### src/rtl/cache_fill_fsm.sv
`default_nettype none
// ============================================================================
// cache_fill_fsm : fetches a missed cache block word-by-word from pipelined
//                  main memory and drives the data- and tag-array writes.
// Revision 1.0   : initial release
// ============================================================================
module cache_fill_fsm #(
  parameter int WORDS_PER_BLOCK = 8,
  parameter int ADDR_W          = 16
) (
  input  logic                               clk,
  input  logic                               rst_n,
  input  logic                               miss_detected,
  input  logic [ADDR_W-1:0]                  miss_address,
  input  logic                               memory_data_valid,
  output logic                               fsm_busy,
  output logic                               mem_en,
  output logic                               mem_wr,
  output logic [ADDR_W-1:0]                  memory_address,
  output logic                               write_data_array,
  output logic [$clog2(WORDS_PER_BLOCK)-1:0] fill_word_index,
  output logic                               write_tag_array
);

  localparam int IDX_W = $clog2(WORDS_PER_BLOCK);
  localparam int CNT_W = IDX_W + 1;
  localparam logic [CNT_W-1:0]  C_FULL     = CNT_W'(WORDS_PER_BLOCK);
  localparam logic [CNT_W-1:0]  C_LAST     = CNT_W'(WORDS_PER_BLOCK - 1);
  localparam logic [ADDR_W-1:0] C_OFF_MASK = ADDR_W'(2 * WORDS_PER_BLOCK - 1);

  typedef enum logic [0:0] {
    IDLE = 1'b0,
    FILL = 1'b1
  } state_t;

  state_t             state_q, state_d;
  logic [ADDR_W-1:0]  base_q, base_d;
  logic [CNT_W-1:0]   issue_cnt_q, issue_cnt_d;
  logic [CNT_W-1:0]   recv_cnt_q, recv_cnt_d;

  assign mem_wr = 1'b0;

  always_ff @(posedge clk) begin
    if (!rst_n) begin
      state_q     <= IDLE;
      base_q      <= '0;
      issue_cnt_q <= '0;
      recv_cnt_q  <= '0;
    end else begin
      state_q     <= state_d;
      base_q      <= base_d;
      issue_cnt_q <= issue_cnt_d;
      recv_cnt_q  <= recv_cnt_d;
    end
  end

  always_comb begin
    state_d          = state_q;
    base_d           = base_q;
    issue_cnt_d      = issue_cnt_q;
    recv_cnt_d       = recv_cnt_q;
    fsm_busy         = 1'b0;
    mem_en           = 1'b0;
    memory_address   = '0;
    write_data_array = 1'b0;
    fill_word_index  = '0;
    write_tag_array  = 1'b0;

    case (state_q)
      IDLE: begin
        // Stall in the miss cycle itself, but keep outputs quiet while in reset.
        fsm_busy = miss_detected & rst_n;
        if (miss_detected) begin
          base_d      = miss_address & ~C_OFF_MASK;
          issue_cnt_d = '0;
          recv_cnt_d  = '0;
          state_d     = FILL;
        end
      end

      FILL: begin
        fsm_busy = 1'b1;
        if (issue_cnt_q < C_FULL) begin
          mem_en         = 1'b1;
          memory_address = base_q + ADDR_W'({issue_cnt_q[IDX_W-1:0], 1'b0});
          issue_cnt_d    = issue_cnt_q + 1'b1;
        end
        // A valid with nothing outstanding is dropped rather than counted.
        if (memory_data_valid && (recv_cnt_q < issue_cnt_q)) begin
          write_data_array = 1'b1;
          fill_word_index  = recv_cnt_q[IDX_W-1:0];
          recv_cnt_d       = recv_cnt_q + 1'b1;
          if (recv_cnt_q == C_LAST) begin
            write_tag_array = 1'b1;
            state_d         = IDLE;
          end
        end
      end

      default: state_d = IDLE;
    endcase
  end

endmodule
`default_nettype wire

### config.mk
export PLATFORM = sky130hd
export DESIGN_NAME = cache_fill_fsm
export DESIGN_NICKNAME = d
export VERILOG_FILES = /design/src/rtl/cache_fill_fsm.sv
export SDC_FILE = /design/constraint.sdc
export NUM_CORES = 1
export LEC_CHECK = 0
export ABC_AREA = 1
export BUFFER_PORTS_ARGS = -buffer_cell sky130_fd_sc_hd__buf_2
export CORE_ASPECT_RATIO = 0.8
export CORE_UTILIZATION = 40
export DETAILED_ROUTE_END_ITERATION = 8
export MAX_ROUTING_LAYER = met4
export PLACE_DENSITY = 0.68
export SYNTH_ARGS = -nofsm -noshare
export SYNTH_HDL_FRONTEND = slang
export SYNTH_SLANG_ARGS = --single-unit
### constraint.sdc
create_clock -name clk -period 2.1 [get_ports clk]
set_input_delay 0 -clock clk [delete_from_list [all_inputs] [get_ports clk]]
set_output_delay 0 -clock clk [all_outputs]
set_load 0.005 [all_outputs]
==> metrics, run 1 <==
dpl cells=215; worst endpoint required time=2100 ps; crit-path cells=inv_1, ha_1, nand2_1, nand2_1, nand2_2, nand2_4, nor2_2, buf_2; Detailed Routing Iterations Pass 1=4; Final Non-Filler Cells=230; Post-synth top flop=dfxtp_1; Mapped Area=0.001062 mm^2; layout cells sized above 1=25.26%; # H-tree levels=1; Routability Congestion=0.8309; ANT cells=0; Yosys reg bits=21; initial antenna violation count=0; Max Cap Viol=0; filler cell count in the final layout=256; CTS resizes=0; core footprint=0.002482 mm^2; gr ovfl total=0; Post-synth ARST share=0%; clk_lat worst skew=300 ps; Max Transition Viols Final=0; Hold Path Class=primary input to register; Vias/cell=4.600; Die ar.=0.002867 mm^2; mux share of post-synthesis cell area=0%; crit path max fanout=10; Final Cycle Share=79.81%; syn avg cell area=7.177 um^2; Crit-path slowest cell=dfxtp_1; top-area cell type share of the netlist area=39.58%; min cycle time layout=1676 ps; R2R Setup Slk=590 ps; Setup crit end=fill_word_index[0]; number of global-route vias before repair=934; via count=1058; first-pass GRT wire length=3898 um; WL/cell=10.31 um; Yosys warnings=0; most numerous cell in the Yosys netlist=inv_1; P_leak=0.6715 nW; register area share after synthesis=39.58%; Routed Antenna Nets=0; Synth Area in Compound Gates=19.32%; total track usage=19.47%; DP Area=0.001257 mm^2; hpwl dp=1614 um; max incr delay on CP=400 ps; distinct cell type count after synthesis=25; Final Power=0.7532 mW; Worst IR Drop VDD=347.0 uV; post-synth top area cell=dfxtp_1; Final #Nets=220; Syn-to-layout area delta=31.21%; Worst setup startpoint=issue_cnt_q[1]; EDFF count, synth=0; largest net degree at the start of global routing=32; Worst R2R Path Depth=4; Synth Area in XOR/XNOR=0.8245%; CTS Buffer Depth=2; Clock Tree Root=clkbuf_4; worst-margin pin slew=795.5 ps; Initial Util=42.79%; Synth Area in Simple Gates=19.79%; fin util=56.15%; critical path class=register to primary output; Die Y=48.09 um; final wirelength=2372 um; fmax=596.6 MHz; CTS tree=done; # IOs=44; RR Endpoint=base_q[14]; clk sinks=21; crit path DAT=1680 ps; DRC Markers=0; RSZ-0062 raised after global routing=no; most used cell, CP=nand2_1; Reg clk slew, reported paths=110 ps; largest family of logic cells by synthesized area=simple AND/OR/NAND/NOR gates; Worst R2R Start=state_q; final setup violation count=0; max_slew headroom=46.91%; Final Hold Vio Count=0; CTS buffer count=3; status=finished, final reports clean; adder-cell share of the synthesized area=5.889%; Final TNS setup=0 ps; top cells by area, synth=dfxtp_1 40%, inv_1 10%, a21oi_1 8.5%, nor2_1 7.1%, o21ai_0 6.6%; IO buf count=37; Gate Count Post-Synth=148; Worst Skew=4.741 ps; Power Density=540.4 mW/mm^2; Post-synth top cells=29 x inv_1, 21 x dfxtp_1, 20 x nor2_1; DRT iter0 DRCs=38; Core Rows=16; die width=59.62 um; CP Launch Type=register; fin area=0.001394 mm^2; Crit. End Element=primary output
==> how the worst min path moves through the flow <==
stage / startpoint / endpoint / slack [ps] / depth (start not counted)
2_1_floorplan: rst_n / base_q[5] / 140 / 2
3_3_place_gp: miss_address[11] / base_q[11] / 280 / 3
3_5_place_dp: miss_address[10] / base_q[10] / 290 / 3
4_1_cts: miss_address[14] / base_q[14] / 8 / 3
5_1_grt: miss_address[14] / base_q[14] / 40 / 3
6_report: miss_address[14] / base_q[14] / 10 / 3
==> cells by family (layout without fill, tap and decap cells) <==
| group | count (synthesis) | after routing |
|---|---|---|
| AND/OR/NAND/NOR | 46 | 46 |
| AO/OA/AOI/OAI | 37 | 37 |
| buffers and inverters | 37 | 82 |
| flip-flops | 21 | 21 |
| adder cells (fa/ha/maj) | 5 | 5 |
| other | 1 | 2 |
| XOR/XNOR | 1 | 1 |
==> stage by stage <==
step / hold slack, ps / setup WS (ps)
final: 9.513 / 424.0
after global routing: 35.70 / 296.7
after CTS: 7.866 / 410.2
after detailed placement: 285.9 / 602.5
after global placement: 279.1 / 669.2
after floorplan: 138.4 / 806.5
==> timing repair <==
action / in CTS / in global routing
setup buffers: 0 / 0
hold endpoints to repair: 11 / 0
hold buffers: 11 / 0
==> critical path, delay by kind of cell (launching register included) <==
family | cells | cell delay [ps]
fa+ha+maj | 1 | 290
buf+inv | 2 | 220
simple gates | 5 | 470
flops | 1 | 400
==> report_power, final <==
group          switching [mW]  total [mW]  internal [mW]
clock network           0.119       0.193         0.0741
registers             0.00938       0.430          0.421
logic                  0.0739       0.130         0.0561
total                   0.203       0.753          0.551
==> layout make-up <==
type,count,area (um^2),area share (%)
Inverter,30,112.6,8.079
Tap cell,36,45.04,3.232
Clock buffer,4,26.28,1.885
Multi-Input combinational cell,91,494.2,35.46
Timing Repair Buffer,48,295.3,21.18
Sequential cell,21,420.4,30.16
==> flip-flops by register name (all words and copies together), names as in the netlist <==
signal	cells
state_q	1
issue_cnt_q	4
base_q	12
recv_cnt_q	4
==> per-layer routing <==
layer | track usage [%] | wire length [um] | up-vias
li1 | - | - | 557
met4 | 7.907 | 21 | 0
met5 | - | 0 | -
met3 | 6.101 | 86 | 4
met2 | 34.83 | 1172 | 22
met1 | 20.58 | 1092 | 475
==> layout by cell type (no fill, tap or decap), drive strengths merged <==
cell and instances:
a21oi 19, a31oi 1, a32oi 1, buf 37, clkbuf 4, conb 2, dfxtp 21, dlygate4sd3 11
ha 5, inv 30, nand2 12, nand3 11, nor2 22, nor3 1, o21ai 16, xor2 1
Power figures use the tool's default switching activity.
==> inputs of run 2 (changes only) <==
==> constraint.sdc (replaced) <==
create_clock -name clk -period 1.75 [get_ports clk]
set_input_delay 0 -clock clk [delete_from_list [all_inputs] [get_ports clk]]
set_output_delay 0 -clock clk [all_outputs]
set_load 0.005 [all_outputs]
==> metrics, run 2 (synthesized netlist as in run 1, its figures left out) <==
Power Density=633.8 mW/mm^2 (was 540.4 mW/mm^2); total track usage=20.16% (was 19.47%); core footprint=0.002482 mm^2 (unchanged); Routability Congestion=0.8477 (was 0.8309); Final Non-Filler Cells=233 (was 230); largest net degree at the start of global routing=32 (unchanged); Core Rows=16 (unchanged); Final Cycle Share=93.59%; Max Cap Viol=0 (unchanged); Crit-path slowest cell=nor2_1 (was dfxtp_1); first-pass GRT wire length=4084 um (was 3898 um); Vias/cell=4.828 (was 4.600); CTS Buffer Depth=2 (unchanged); status=finished, final reports clean (unchanged); Final TNS setup=0 ps (unchanged); crit path DAT=1840 ps (was 1680 ps); die width=59.62 um (unchanged); CTS tree=done (unchanged); max incr delay on CP=460 ps (was 400 ps); WL/cell=11.17 um (was 10.31 um); most frequent cells in the layout=37 x buf_2, 28 x inv_1, 20 x nor2_1, 19 x dfxtp_1, 18 x a21oi_1 (was 37 x buf_2, 29 x inv_1, 21 x dfxtp_1, 20 x nor2_1, 18 x a21oi_1); CP Launch Type=register (unchanged); dpl cells=215 (unchanged); final setup violation count=0 (unchanged); ANT cells=0 (unchanged); hpwl dp=1673 um (was 1614 um); commonest non-fill, non-tap cell in the layout=buf_2 (unchanged); Final Power=0.9112 mW (was 0.7532 mW); critical path class=register to register (was register to primary output); CTS buffer count=3 (unchanged); fmax=610.5 MHz; Die Y=48.09 um (unchanged); initial antenna violation count=0 (unchanged); RSZ-0062 raised after global routing=yes (was no); IO buf count=37 (unchanged); fin util=57.91% (was 56.15%); P_leak=0.6788 nW (was 0.6715 nW); DRT iter0 DRCs=57 (was 38); worst endpoint required time=1950 ps (was 2100 ps); max_slew headroom=62.66% (was 46.91%); # IOs=44 (unchanged); number of global-route vias before repair=982 (was 934); layout cells sized above 1=27.92% (was 25.26%); Final Hold Vio Count=0 (unchanged); gr ovfl total=0 (unchanged); crit-path cells=nor2_1, clkinvlp_4, nand3_1, a21oi_1 (was inv_1, ha_1, nand2_1, nand2_1, nand2_2, nand2_4, nor2_2, buf_2); Syn-to-layout area delta=35.34% (was 31.21%); Initial Util=42.79% (unchanged); clk_lat worst skew=300 ps (about the same); worst-margin pin slew=558.0 ps (was 795.5 ps); final wirelength=2603 um (was 2372 um); max reg flops=12 (unchanged); Reg clk slew, reported paths=110 ps (about the same); top flop regs=base_q (12), issue_cnt_q (4), recv_cnt_q (4) (unchanged); Die ar.=0.002867 mm^2 (unchanged); Crit. End Element=register (was primary output); Final #Nets=223 (was 220); Worst Skew=7.577 ps (was 4.741 ps); Largest Register=base_q (unchanged); min cycle time layout=1638 ps; crit path max fanout=15 (was 10); Routed Antenna Nets=0 (unchanged); Max Transition Viols Final=0 (unchanged); DRC Markers=0 (unchanged); Worst IR Drop VDD=587.5 uV (was 347.0 uV); # H-tree levels=1 (unchanged); Hold Path Class=primary input to register (unchanged); via count=1125 (was 1058); Clock Tree Root=clkbuf_4 (unchanged); Detailed Routing Iterations Pass 1=4 (unchanged); clk sinks=21 (unchanged)
==> run 2: per-layer routing <==
layer | share of wire [%] | vias up | routed length, um | track usage [%]
met5 | 0 | - | 0 | -
met3 | 5.1 | 2 | 134 | 5.570
met2 | 49 | 33 | 1267 | 38.43
met1 | 46 | 525 | 1190 | 21.95
li1 | - | 565 | - | -
met4 | 0.38 | 0 | 10 | 2.791
==> run 2: path summary, 6_finish.rpt <==
check                 startpoint        endpoint  slack, ps  depth (start not counted)
setup reg to reg         state_q   recv_cnt_q[2]        110                          4
hold reg to reg   issue_cnt_q[2]  issue_cnt_q[2]        430                          1
setup / recovery         state_q   recv_cnt_q[2]        110                          4
hold / removal             rst_n   recv_cnt_q[0]         60                          3
==> run 2: cell type report <==
| type | instances | area [um^2] |
|---|---|---|
| fillers | 264 | 1045 |
| multi-input cells | 91 | 506.7 |
| flip-flops and latches | 21 | 422.9 |
| repair buffers | 50 | 312.8 |
| inverters | 30 | 116.4 |
| well taps | 36 | 45.04 |
| clock buffers | 4 | 26.28 |
| repair inverters | 1 | 7.507 |
==> run 2: report_power, final <==
group / switching [mW] / internal, mW / total [mW]
Combinational: 0.0947 / 0.0716 / 0.166
Clock: 0.140 / 0.0889 / 0.228
Sequential: 0.0115 / 0.505 / 0.516
==> run 2: per-stage QoR <==
step | setup WS [ps] | area, um^2 | hold WS (ps)
2_1_floorplan | 456.5 | 1066 | 138.4
3_3_place_gp | 324.5 | 1257 | 278.8
3_5_place_dp | 268.4 | 1257 | 295.4
4_1_cts | 52.23 | 1404 | 44.14
5_1_grt | 5.295 | 1438 | 49.28
6_report | 112.1 | 1438 | 60.41
==> run 2: critical path: cells and delay by family, from the launching register on <==
kind | cells | cell delay [ps]
buf+inv | 1 | 450
simple gates | 2 | 640
compound gates | 1 | 70
flops | 1 | 370
==> run 2: what timing repair did <==
| item | 4_1_cts | 5_1_grt |
|---|---|---|
| endpoints found under the hold margin | 12 | 0 |
| buffers inserted | 0 | 1 |
| hold buffers | 12 | 0 |
| setup endpoints to repair | 0 | 5 |
| gates resized for setup | 0 | 5 |
==> inputs of run 3 (changes only) <==
--- a/config.mk
+++ b/config.mk
@@ -5,7 +5,6 @@
 export SDC_FILE = /design/constraint.sdc
 export NUM_CORES = 1
 export LEC_CHECK = 0
-export ABC_AREA = 1
 export BUFFER_PORTS_ARGS = -buffer_cell sky130_fd_sc_hd__buf_2
 export CORE_ASPECT_RATIO = 0.8
 export CORE_UTILIZATION = 40
==> metrics, run 3 <==
status=finished, violations left (was finished, final reports clean); failing checks=negative setup slack; # H-tree levels=1 (unchanged); CTS tree=done (unchanged); Max Transition Viols Final=0 (unchanged); CTS Buffer Depth=2 (unchanged); core footprint=0.002542 mm^2 (was 0.002482 mm^2); Initial Util=43.60% (was 42.79%); # IOs=44 (unchanged); Post-synth top cells=28 x nand2_1, 21 x dfxtp_1, 15 x a21oi_1 (was 29 x inv_1, 21 x dfxtp_1, 20 x nor2_1); Crit-path slowest cell=dfxtp_4 (was nor2_1); critical path class=register to primary output (was register to register); Worst R2R Path Depth=7 (was 4); top cells by area, synth=dfxtp_1 38%, nand2_1 9.5%, and2_1 7.9%, a21oi_1 6.8%, ha_1 5.6% (was dfxtp_1 40%, inv_1 10%, a21oi_1 8.5%, nor2_1 7.1%, o21ai_0 6.6%); register area share after synthesis=37.92% (was 39.58%); worst endpoint required time=1750 ps (was 1950 ps); total track usage=21.04% (was 20.16%); RSZ-0062 raised after global routing=yes (unchanged); filler cell count in the final layout=212 (was 264); largest net degree at the start of global routing=21 (was 32); switching pwr=0.2497 mW (was 0.2458 mW); CP Launch Type=register (unchanged); Comb pwr share=18.4% (was 18.3%); area of the multi-input gates=681.9 um^2 (was 506.7 um^2); dpl cells=203 (was 215); Reg clk slew, reported paths=120 ps (was 110 ps); commonest non-fill, non-tap cell in the layout=buf_2 (unchanged); IO buf count=37 (unchanged); crit path DAT=1820 ps (was 1840 ps); Sw Ratio=27.11% (was 26.98%); Vias/cell=4.815 (was 4.828); Crit. End Element=primary output (was register); Largest Register=base_q (unchanged); Yosys warnings=0 (unchanged); max incr delay on CP=380 ps (was 460 ps); post-synth top area cell=dfxtp_1 (unchanged); via count=1093 (was 1125); clk_lat worst skew=320 ps (was 300 ps); distinct cell type count after synthesis=37 (was 25); DRT iter0 DRCs=52 (was 57); top-area cell type share of the netlist area=37.92% (was 39.58%); most numerous cell in the Yosys netlist=nand2_1 (was inv_1); DRC Markers=0 (unchanged); Core Rows=16 (unchanged); internal power=0.6714 mW (was 0.6654 mW); fmax=549.3 MHz (was 610.5 MHz); max reg flops=12 (unchanged); Yosys reg bits=21 (unchanged); most frequent cells in the layout=36 x buf_2, 27 x nand2_1, 15 x a21oi_1, 15 x dfxtp_1, 14 x and2_1 (was 37 x buf_2, 28 x inv_1, 20 x nor2_1, 19 x dfxtp_1, 18 x a21oi_1); crit path max fanout=6 (was 15); Worst Skew=10.05 ps (was 7.577 ps); Hold Path Class=primary input to register (unchanged); Routability Congestion=0.8100 (was 0.8477); top flop regs=base_q (12), issue_cnt_q (4), recv_cnt_q (4) (unchanged); ANT cells=0 (unchanged); Hold Worst Slack=52.44 ps (was 60.41 ps); setup ws final=-70.49 ps (was 112.1 ps); CTS buffer count=3 (unchanged); first-pass GRT wire length=4422 um (was 4084 um); P_leak=0.7403 nW (was 0.6788 nW); Worst IR Drop VDD=278.8 uV (was 587.5 uV); Final Cycle Share=104.0% (was 93.59%); die width=60.86 um (was 59.62 um); Clock Tree Root=clkbuf_4 (unchanged); Max Cap Viol=0 (unchanged); Mapped Area=0.001109 mm^2 (was 0.001062 mm^2); WL/cell=12.25 um (was 11.17 um); final setup violation count=1 (was 0); Routed Antenna Nets=0 (unchanged); initial antenna violation count=0 (unchanged); min cycle time layout=1820 ps (was 1638 ps); Syn-to-layout area delta=44.92% (was 35.34%); clk sinks=21 (unchanged); final wirelength=2780 um (was 2603 um); Final #Nets=217 (was 223); Post-synth top flop=dfxtp_1 (unchanged); FF+latch area=430.4 um^2 (was 422.9 um^2); hpwl dp=1705 um (was 1673 um); number of global-route vias before repair=1012 (was 982); Die Y=49.09 um (was 48.09 um); Final Hold Vio Count=0 (unchanged); Final TNS setup=-70.49 ps (was 0 ps); syn avg cell area=8.273 um^2 (was 7.177 um^2); Final Power=0.9211 mW (was 0.9112 mW); clock network fraction of design power=26.1% (was 25.1%); Post-synth ARST share=0% (unchanged); Gate Count Post-Synth=134 (was 148); layout cells sized above 1=39.27% (was 27.92%); hold depth=3 (unchanged); Detailed Routing Iterations Pass 1=4 (unchanged); Flop pwr share=55.5% (was 56.7%); Final Non-Filler Cells=227 (was 233); gr ovfl total=0 (unchanged); Die ar.=0.002987 mm^2 (was 0.002867 mm^2); crit-path cells=ha_4, o211ai_4, nor2_4, or2_4, inv_4, and4_1, buf_2 (was nor2_1, clkinvlp_4, nand3_1, a21oi_1); Power Density=573.3 mW/mm^2 (was 633.8 mW/mm^2); EDFF count, synth=0 (unchanged)
-- run 3: cell count changes after synthesis, moves of 3 or more --
| cell | before | now |
|---|---|---|
| a21oi_1 | 18 | 15 |
| o21ai_0 | 14 | 1 |
| nand2_1 | 9 | 28 |
| nor2_1 | 20 | 4 |
| and2_2 | 0 | 4 |
| and2_1 | 0 | 14 |
| buf_2 | 1 | 4 |
| inv_1 | 29 | 4 |
| nand3_1 | 10 | 1 |
| nand2b_1 | 0 | 4 |
-- run 3: final cells by class --
class / count / area share, %
clock buffer: 3 / 1.402
timing repair buffer: 60 / 24.69
inverter: 6 / 1.558
multi-input combinational: 100 / 42.45
clock inverter: 1 / 0.3115
tap: 36 / 2.804
sequential: 21 / 26.79
-- run 3: per-stage QoR --
step                worst slack [ps]  util, %  area [um^2]
floorplan                      213.3        -         1112
global placement               143.8    51.87         1319
detailed placement             110.6    51.87         1319
CTS                            9.359    61.42         1562
global route                  -116.5    63.19         1607
finish                        -70.49    63.19         1607
-- run 3: layer usage --
metal  global-route usage [%]  part of all wire, %
met2                    35.90                   50
met1                    21.48                   44
met5                        -                    0
met3                    5.305                  3.6
met4                    11.74                  2.2
-- run 3: cells by family (layout without fill, tap and decap cells) --
kind of cell | Yosys count | in the layout | synth area share [%]
DFF | 21 | 21 | 37.92
and+or+nand+nor | 64 | 64 | 32.05
muxes | 1 | 1 | 0.9030
AOI/OAI and AO/OA | 27 | 27 | 15.91
adders and majority gates | 5 | 5 | 5.643
xor gates and xnor gates | 1 | 1 | 0.7902
other | 1 | 2 | 0.3383
buffers and inverters | 14 | 70 | 6.433
-- run 3: final timing paths --
kind,from,end,slack (ps)
setup reg to reg,recv_cnt_q[1],recv_cnt_q[1],60
setup / recovery,recv_cnt_q[1],write_tag_array,-70
hold reg to reg,base_q[9],base_q[9],460
hold / removal,miss_detected,state_q,50
-- run 3: power by group through the flow --
stage	Sequential (mW)	Clock, mW	Combinational (mW)
3_3_place_gp	0.522	0	0.122
3_5_place_dp	0.523	0	0.128
4_1_cts	0.512	0.242	0.162
5_1_grt	0.514	0.269	0.190
6_report	0.511	0.240	0.170
2_1_floorplan	0.520	0	0.0828
-- run 3: worst max-delay path, delay by kind of cell, from the launching register on --
kind,cells,cell delay (ps)
simple gates,3,510
flops,1,380
fa+ha+maj,1,250
buf+inv,2,190
compound gates,1,180
-- run 3: what timing repair did --
action | in CTS | in global routing
endpoints found under the hold margin | 15 | 0
resized for setup | 12 | 6
hold buffers | 13 | 0
buffers inserted | 6 | 1
pin swaps | 7 | 2
setup endpoints to repair | 5 | 4
